$ cat config.mk
export PLATFORM = sky130hd
export DESIGN_NAME = uart_rx_fifo
export DESIGN_NICKNAME = d
export VERILOG_FILES = /design/src/rtl/uart_pkg.sv /design/src/rtl/uart_fifo_ram.sv /design/src/rtl/uart_rx_fifo.sv
export SDC_FILE = /design/constraint.sdc
export NUM_CORES = 1
export LEC_CHECK = 0
export ABC_CLOCK_PERIOD_IN_PS = 7100
export CAP_MARGIN = 20
export CORE_MARGIN = 3
export CORE_UTILIZATION = 60
export CTS_CLUSTER_DIAMETER = 50
export DETAILED_ROUTE_END_ITERATION = 6
export PLACE_DENSITY = 0.81
export SYNTH_ARGS = -nofsm -noshare
export SYNTH_HDL_FRONTEND = slang
export SYNTH_SLANG_ARGS = --single-unit
export TNS_END_PERCENT = 30
$ cat constraint.sdc
create_clock -name i_clk -period 7.1 [get_ports i_clk]
set_input_delay 2.13 -clock i_clk [delete_from_list [all_inputs] [get_ports i_clk]]
set_output_delay 2.13 -clock i_clk [all_outputs]
set_load 0.01 [all_outputs]
$ cat src/rtl/uart_pkg.sv
// uart_pkg: shared word type, default data width and pointer sizing for the UART blocks
package uart_pkg;
    localparam int SIZE_DATA_DEFAULT = 16;
    typedef logic [SIZE_DATA_DEFAULT-1:0] word_t;
    function automatic int ptr_width(input int depth);
        return $clog2(depth) + 1;
    endfunction
endpackage

$ cat src/rtl/uart_fifo_ram.sv
// uart_fifo_ram: DEPTH x SIZE_DATA register array, synchronous write, asynchronous read
module uart_fifo_ram #(
    parameter int DEPTH     = 16,
    parameter int SIZE_DATA = 16
) (
    input  logic                     clk,
    input  logic                     wr_en,
    input  logic [$clog2(DEPTH)-1:0] wr_addr,
    input  logic [SIZE_DATA-1:0]     wr_data,
    input  logic [$clog2(DEPTH)-1:0] rd_addr,
    output logic [SIZE_DATA-1:0]     rd_data
);
    logic [SIZE_DATA-1:0] mem [DEPTH];

    always_ff @(posedge clk)
        if (wr_en) mem[wr_addr] <= wr_data;

    assign rd_data = mem[rd_addr];
endmodule

$ cat src/rtl/uart_rx_fifo.sv
// uart_rx_fifo: first-word-fall-through receive buffer with registered level/flags and sticky overflow
module uart_rx_fifo import uart_pkg::*; #(
    parameter int SIZE_DATA    = SIZE_DATA_DEFAULT,
    parameter int DEPTH        = 16,
    parameter int AFULL_THRESH = 14
) (
    input  logic                         i_clk,
    input  logic                         i_rst_n,
    input  logic [SIZE_DATA-1:0]         i_wr_data,
    input  logic                         i_wr_en,
    input  logic                         i_rd_en,
    input  logic                         i_clr_ovf,
    output logic [SIZE_DATA-1:0]         o_rd_data,
    output logic                         o_rd_valid,
    output logic                         o_full,
    output logic                         o_empty,
    output logic                         o_afull,
    output logic [ptr_width(DEPTH)-1:0]  o_level,
    output logic                         o_overflow
);
    localparam int PW = ptr_width(DEPTH);
    localparam int AW = PW - 1;

    logic [PW-1:0]        wr_ptr, rd_ptr, wr_ptr_nxt, rd_ptr_nxt, level, level_nxt;
    logic                 full, empty, afull, overflow, wr_ok, rd_ok;
    logic [SIZE_DATA-1:0] head;

    // a pop frees the slot in the same cycle, so a full FIFO still accepts a write paired with a read
    always_comb begin
        rd_ok      = i_rd_en & ~empty;
        wr_ok      = i_wr_en & (~full | i_rd_en);
        wr_ptr_nxt = wr_ptr + PW'(wr_ok);
        rd_ptr_nxt = rd_ptr + PW'(rd_ok);
        level_nxt  = wr_ptr_nxt - rd_ptr_nxt;
    end

    always_ff @(posedge i_clk or negedge i_rst_n)
        if (!i_rst_n) begin
            wr_ptr   <= '0;
            rd_ptr   <= '0;
            level    <= '0;
            full     <= 1'b0;
            empty    <= 1'b1;
            afull    <= 1'b0;
            overflow <= 1'b0;
        end else begin
            wr_ptr   <= wr_ptr_nxt;
            rd_ptr   <= rd_ptr_nxt;
            level    <= level_nxt;
            full     <= (wr_ptr_nxt[PW-1] != rd_ptr_nxt[PW-1]) && (wr_ptr_nxt[AW-1:0] == rd_ptr_nxt[AW-1:0]);
            empty    <= wr_ptr_nxt == rd_ptr_nxt;
            afull    <= level_nxt >= PW'(AFULL_THRESH);
            overflow <= (i_wr_en & ~wr_ok) | (overflow & ~i_clr_ovf);
        end

    uart_fifo_ram #(.DEPTH(DEPTH), .SIZE_DATA(SIZE_DATA)) u_ram (
        .clk     (i_clk),
        .wr_en   (wr_ok),
        .wr_addr (wr_ptr[AW-1:0]),
        .wr_data (i_wr_data),
        .rd_addr (rd_ptr[AW-1:0]),
        .rd_data (head)
    );

    assign o_rd_data  = empty ? '0 : head;
    assign o_rd_valid = ~empty;
    assign o_full     = full;
    assign o_empty    = empty;
    assign o_afull    = afull;
    assign o_level    = level;
    assign o_overflow = overflow;
endmodule
# After elaboration in Yosys (flattened, before gate mapping)

Memories as Yosys holds them, arrays and structs flattened.
Cells that the tools add are included.

$add $sub $neg: 3
Multiply operators: 0
Divide/modulo/power cells: 0
Order comparisons: 1
Eq/ne operators: 3
Shift-type cells: 0
Mux-type cells: 3
Bitwise gates (word level): 10
Reductions and logical operators: 1

Operator list:

| cell                 | number |
|---|---|
| $mux W16             | 1 |
| $add A5 B1 Y5        | 2 |
| $eq A5 B5 Y1         | 1 |
| $ge A5 B4 Y1 const B | 1 |
| $sub A5 B5 Y5        | 1 |
| $and A1 B1 Y1        | 4 |
| $eq A4 B4 Y1         | 1 |
| $not A1 Y1           | 4 |
| $mux W1              | 2 |
| $or A1 B1 Y1         | 2 |
| $logic_and A1 B1 Y1  | 1 |
| $ne A1 B1 Y1         | 1 |

Register bits after elaboration: 19
Latch bits: 0
Bits in writable memories: 256
Bits in read-only memories: 0
Bits of input ports: 21
Memories: 1

Memory list:

| name      | words | width | rd ports | clocked after Yosys merged registers in | write ports | RTL line            | RTL |
|---|---|---|---|---|---|---|---|
| u_ram.mem | 16    | 16    | 1        | 0                                       | 1           | uart_fifo_ram.sv:13 | `logic [SIZE_DATA-1:0] mem [DEPTH];` |

# Longest topological paths before layout

Depth after elaboration: 6
Mapped depth: 13
Depth with buffers taken out: 12

# Cells and area by module

A second synthesis with hierarchy kept.

Cells, all modules: 507
Area total of the unflattened synthesis: 10764.1 um2

By module, submodules not included:

| module        | instances | cells each | area an instance (um2) | sequential area each (um2) |
|---|---|---|---|---|
| uart_fifo_ram | 1         | 416        | 9723.1                 | 7687.4 |
| uart_rx_fifo  | 1         | 91         | 1041.0                 | 476.7 |

# Least setup slack after synthesis

Ideal clock, no wire load.

Kind: in2reg
From: input i_rd_en
To: memory u_ram.mem[0][0] (enable)
Arrival: 4.134 ns
Path slack: 2.556 ns
Cell stages on the path: 5
Path buffers: 1
Path through: nand2b_1 and2_1 clkbuf_1 or3b_2 nor3_1

Longest elaborated chain between the ends: 4

RTL lines:

| item                          | RTL line            | RTL |
|---|---|---|
| from (decl)                   | uart_rx_fifo.sv:11  | `input logic i_rd_en,` |
| $or A1 B1 Y1                  | uart_rx_fifo.sv:31  | `wr_ok = i_wr_en & (~full \| i_rd_en);` |
| $and A1 B1 Y1                 | uart_rx_fifo.sv:31  |  |
| $mux W1                       | uart_fifo_ram.sv:16 | `if (wr_en) mem[wr_addr] <= wr_data;` |
| $mux W1 (implied by the code) | uart_fifo_ram.sv:16 |  |
| to (decl)                     | uart_fifo_ram.sv:13 |  |

Every way passes these cells.

# Final worst setup path

From: register rd_ptr[0]
To: output o_rd_data[14]

Longest elaborated chain between the ends: 2

RTL lines:

| item                   | RTL line           | RTL |
|---|---|---|
| from (decl)            | uart_rx_fifo.sv:24 | `logic [PW-1:0] wr_ptr, rd_ptr, wr_ptr_nxt, rd_ptr_nxt, level, level_nxt;` |
| from (signal assigned) | uart_rx_fifo.sv:48 | `rd_ptr <= rd_ptr_nxt;` |
| $mem_v2 Z16 W16        | --                 |  |
| $mux W16               | uart_rx_fifo.sv:65 | `assign o_rd_data = empty ? '0 : head;` |
| to (decl)              | uart_rx_fifo.sv:13 | `output logic [SIZE_DATA-1:0] o_rd_data,` |

Every way passes these cells.

==> qor.yml <==
sta:
  period_share: 0.812
  finalHoldViolations: 0
  relSlewSlack: 0.298
  max_freq_mhz: 173
  setup_viol: 0
  worst_pin_slew_ns: 1.05
  fin_skew_ns: 0.0187
  setup_tns_ns: 0
  rsz0062_at_grt: "false"
  fin_crit_ns: 5.77
  finalMaxSlewViolations: 0
global_routing:
  grt_max_degree: 38
  grt-ovfl-total: 0
  antenna_found_initial: 0
  grt_pass1_wl_um: 34900
  grt_use_total: 0.242
  grt_pass1_vias: 5561
detailed_routing:
  ant_nets: 0
  drtIter0Drc: 506
  vias: 5226
  top_layer_used: "met4"
  viasPerCell: 6.54
  dr_wl_met3_um: 1560
  routed_wl_um: 23000
  met1Wirelength_um: 8680
  drt_drc_violations_left: 0
  wl_met2_um: 11800
  firstDrtPassIters: 5
  detail_route.wl_per_cell_um: 28.8
yosys:
  synth_seq_cells: 275
  synth_top_cell_by_area: "edfxtp_1"
  syn_area_um2: 10800
  netlist_instances: 477
  synth.top_cell.area_share: 0.715
  async_flop_share: 0.0691
  syn_area_per_cell_um2: 22.5
  yosysSeqAreaShare: 0.759
  yosysMostFrequentCell: "edfxtp_1"
  synth_cell_types: 35
  ys.flop_type: "edfxtp_1"
  ys_top_cells_by_area: "edfxtp_1 (71%), mux4_2 (17%), dfrtp_1 (4.2%)"
  synth_edf_count: 256
  syn_nets: 506
  synth_commonest_cells: "edfxtp_1 (256), mux4_2 (80), and2_1 (18), dfrtp_1 (18), nor2_1 (15)"
  yosysWarnings: 0
clock_tree:
  clockBufferDepth: 3
  cts.clk_slew.worst_paths_ns: 0.07
  numClockSinks: 275
  root_buffer: "clkbuf_16"
  cts_tree: "yes"
  ctsHoldBuffers: 0
  cts_resized: 0
  clock_latency_ns: 0.54
  post_cts_buffers: 0
  cts_buffers: 28
  h-tree-depth: 1
place:
  hpwl_um: 13000
  gp_congestion: 0.736
  port_buffers: 46
  dpl.cell_count: 748
floorplanning:
  core_area_um2: 17400
  die_h_um: 140
  io_pins: 47
  dieArea_um2: 19600
  num_rows: 48
  fp.dieW_um: 140
  initial_core_util: 0.617
flow_run:
  cap_violations: 0
cells_and_area:
  n_fill_cell: 962
  syn_to_final_growth_pct: 16.5
  multiInputGateArea_um2: 2440
  seqCellArea_um2: 8170
  finalNetCount: 582
  final_util: 0.719
  diodes: 0
  final-instance-count-excl-fill: 799
  drive_gt1_frac: 0.274
critical_path:
  crit_type: "flip-flop to primary output"
  critPathLaunch: "rd_ptr[0]"
  crit_arrival_ns: 3.64
  r2r-start: "rd_ptr[0]"
  crit_fanout: 37
  start_kind: "flip-flop"
  worst-endpoint-required_ns: 4.97
  crit_path_end_kind: "primary output"
min_path:
  min_from: "wr_ptr[4]"
  min_path_type: "flip-flop to flip-flop"
power_and_ir_drop:
  p_sw_mw: 1.63
  netSwitchingFraction: 0.294
  p_int_mw: 3.92
  power_leakage_nw: 4.11
  seqPwrFrac: 0.395
  p_per_area_nw_per_um2: 443
  ir_drop_mv: 0.277
  p_clk_frac: 0.275
  comb_power_share: 0.330
outcome:
  status: "finished clean"
==> metal layers <==
metal / GRT usage / up-vias
met2: 0.398 / 301
li1: - / 2128
met3: 0.0395 / 73
met1: 0.328 / 2724
met4: 0.101 / 0
met5: 0 / -
==> path summary, 6_finish.rpt <==
check / endpoint / slack [ns] / depth (start not counted)
max reg2reg: o_afull / 4.25 / 9
min reg2reg: wr_ptr[4] / 0.53 / 2
max: o_rd_data[14] / 1.33 / 5
min: wr_ptr[4] / 0.53 / 2
min in group asynchronous: o_overflow / 2.07 / 1
max in group asynchronous: rd_ptr[0] / 4.41 / 1
==> final cells by class <==
type	count	share of cell area
clock buffer	33	0.0591
clock inverter	18	0.0186
inverter	12	0.00359
multi-input combinational	168	0.194
sequential	275	0.652
tap	225	0.0225
timing repair buffer	68	0.0499
==> state kept, by name, indices dropped and copies added (netlist names) <==
name / count
u_ram.mem: 256
o_overflow: 1
o_full: 1
o_afull: 1
wr_ptr: 5
rd_ptr: 5
o_level: 5
o_empty: 1
==> power by group through the flow <==
stage	Clock, mW	Sequential (mW)	Combinational, mW
after detailed placement	0	2.22	1.81
after global placement	0	2.20	1.77
after CTS	1.55	2.19	1.85
after global routing	1.62	2.22	1.95
after floorplan	0	2.09	1.28
final	1.53	2.19	1.83
==> layout by cell type, fill, tap and decap left out, types with 5 or more instances in the layout <==
cell type	count
xnor2_1	5
clkdlybuf4s50_1	46
xor2_1	6
clkinv_2	6
dfrtp_1	16
buf_4	22
inv_1	12
clkbuf_16	29
bufinv_16	5
and2_1	18
mux4_2	80
edfxtp_1	256
ha_1	8
nor2_1	15
==> kinds of logic (layout without fill, tap and decap cells) <==
logic type,count (synthesis),after routing,synth area share
flops,275,275,0.759
mux,80,80,0.168
simple gates,58,58,0.0293
buf+inv,34,131,0.0162
xor+xnor,12,12,0.0112
compound gates,10,10,0.00733
fa+ha+maj,8,8,0.00931
==> stage by stage <==
stage	total power, mW	area [um^2]	worst slack (ns)	hold slack [ns]
final	5.55	12500	1.33	0.532
after detailed placement	4.03	11600	1.84	0.517
after global routing	5.79	12500	1.12	0.555
after CTS	5.60	12500	1.26	0.532
after floorplan	3.37	10800	2.56	0.478
after global placement	3.97	11600	1.89	0.490
==> critical path, cell delays in order, from the launching register on <==
cell and delay [ns]:
dfrtp_4 0.90, buf_4 0.42, mux4_2 0.56, mux4_2 0.47
and2_1 0.20, clkdlybuf4s50_1 0.49
Note: power is estimated with default switching activity, not from simulation.
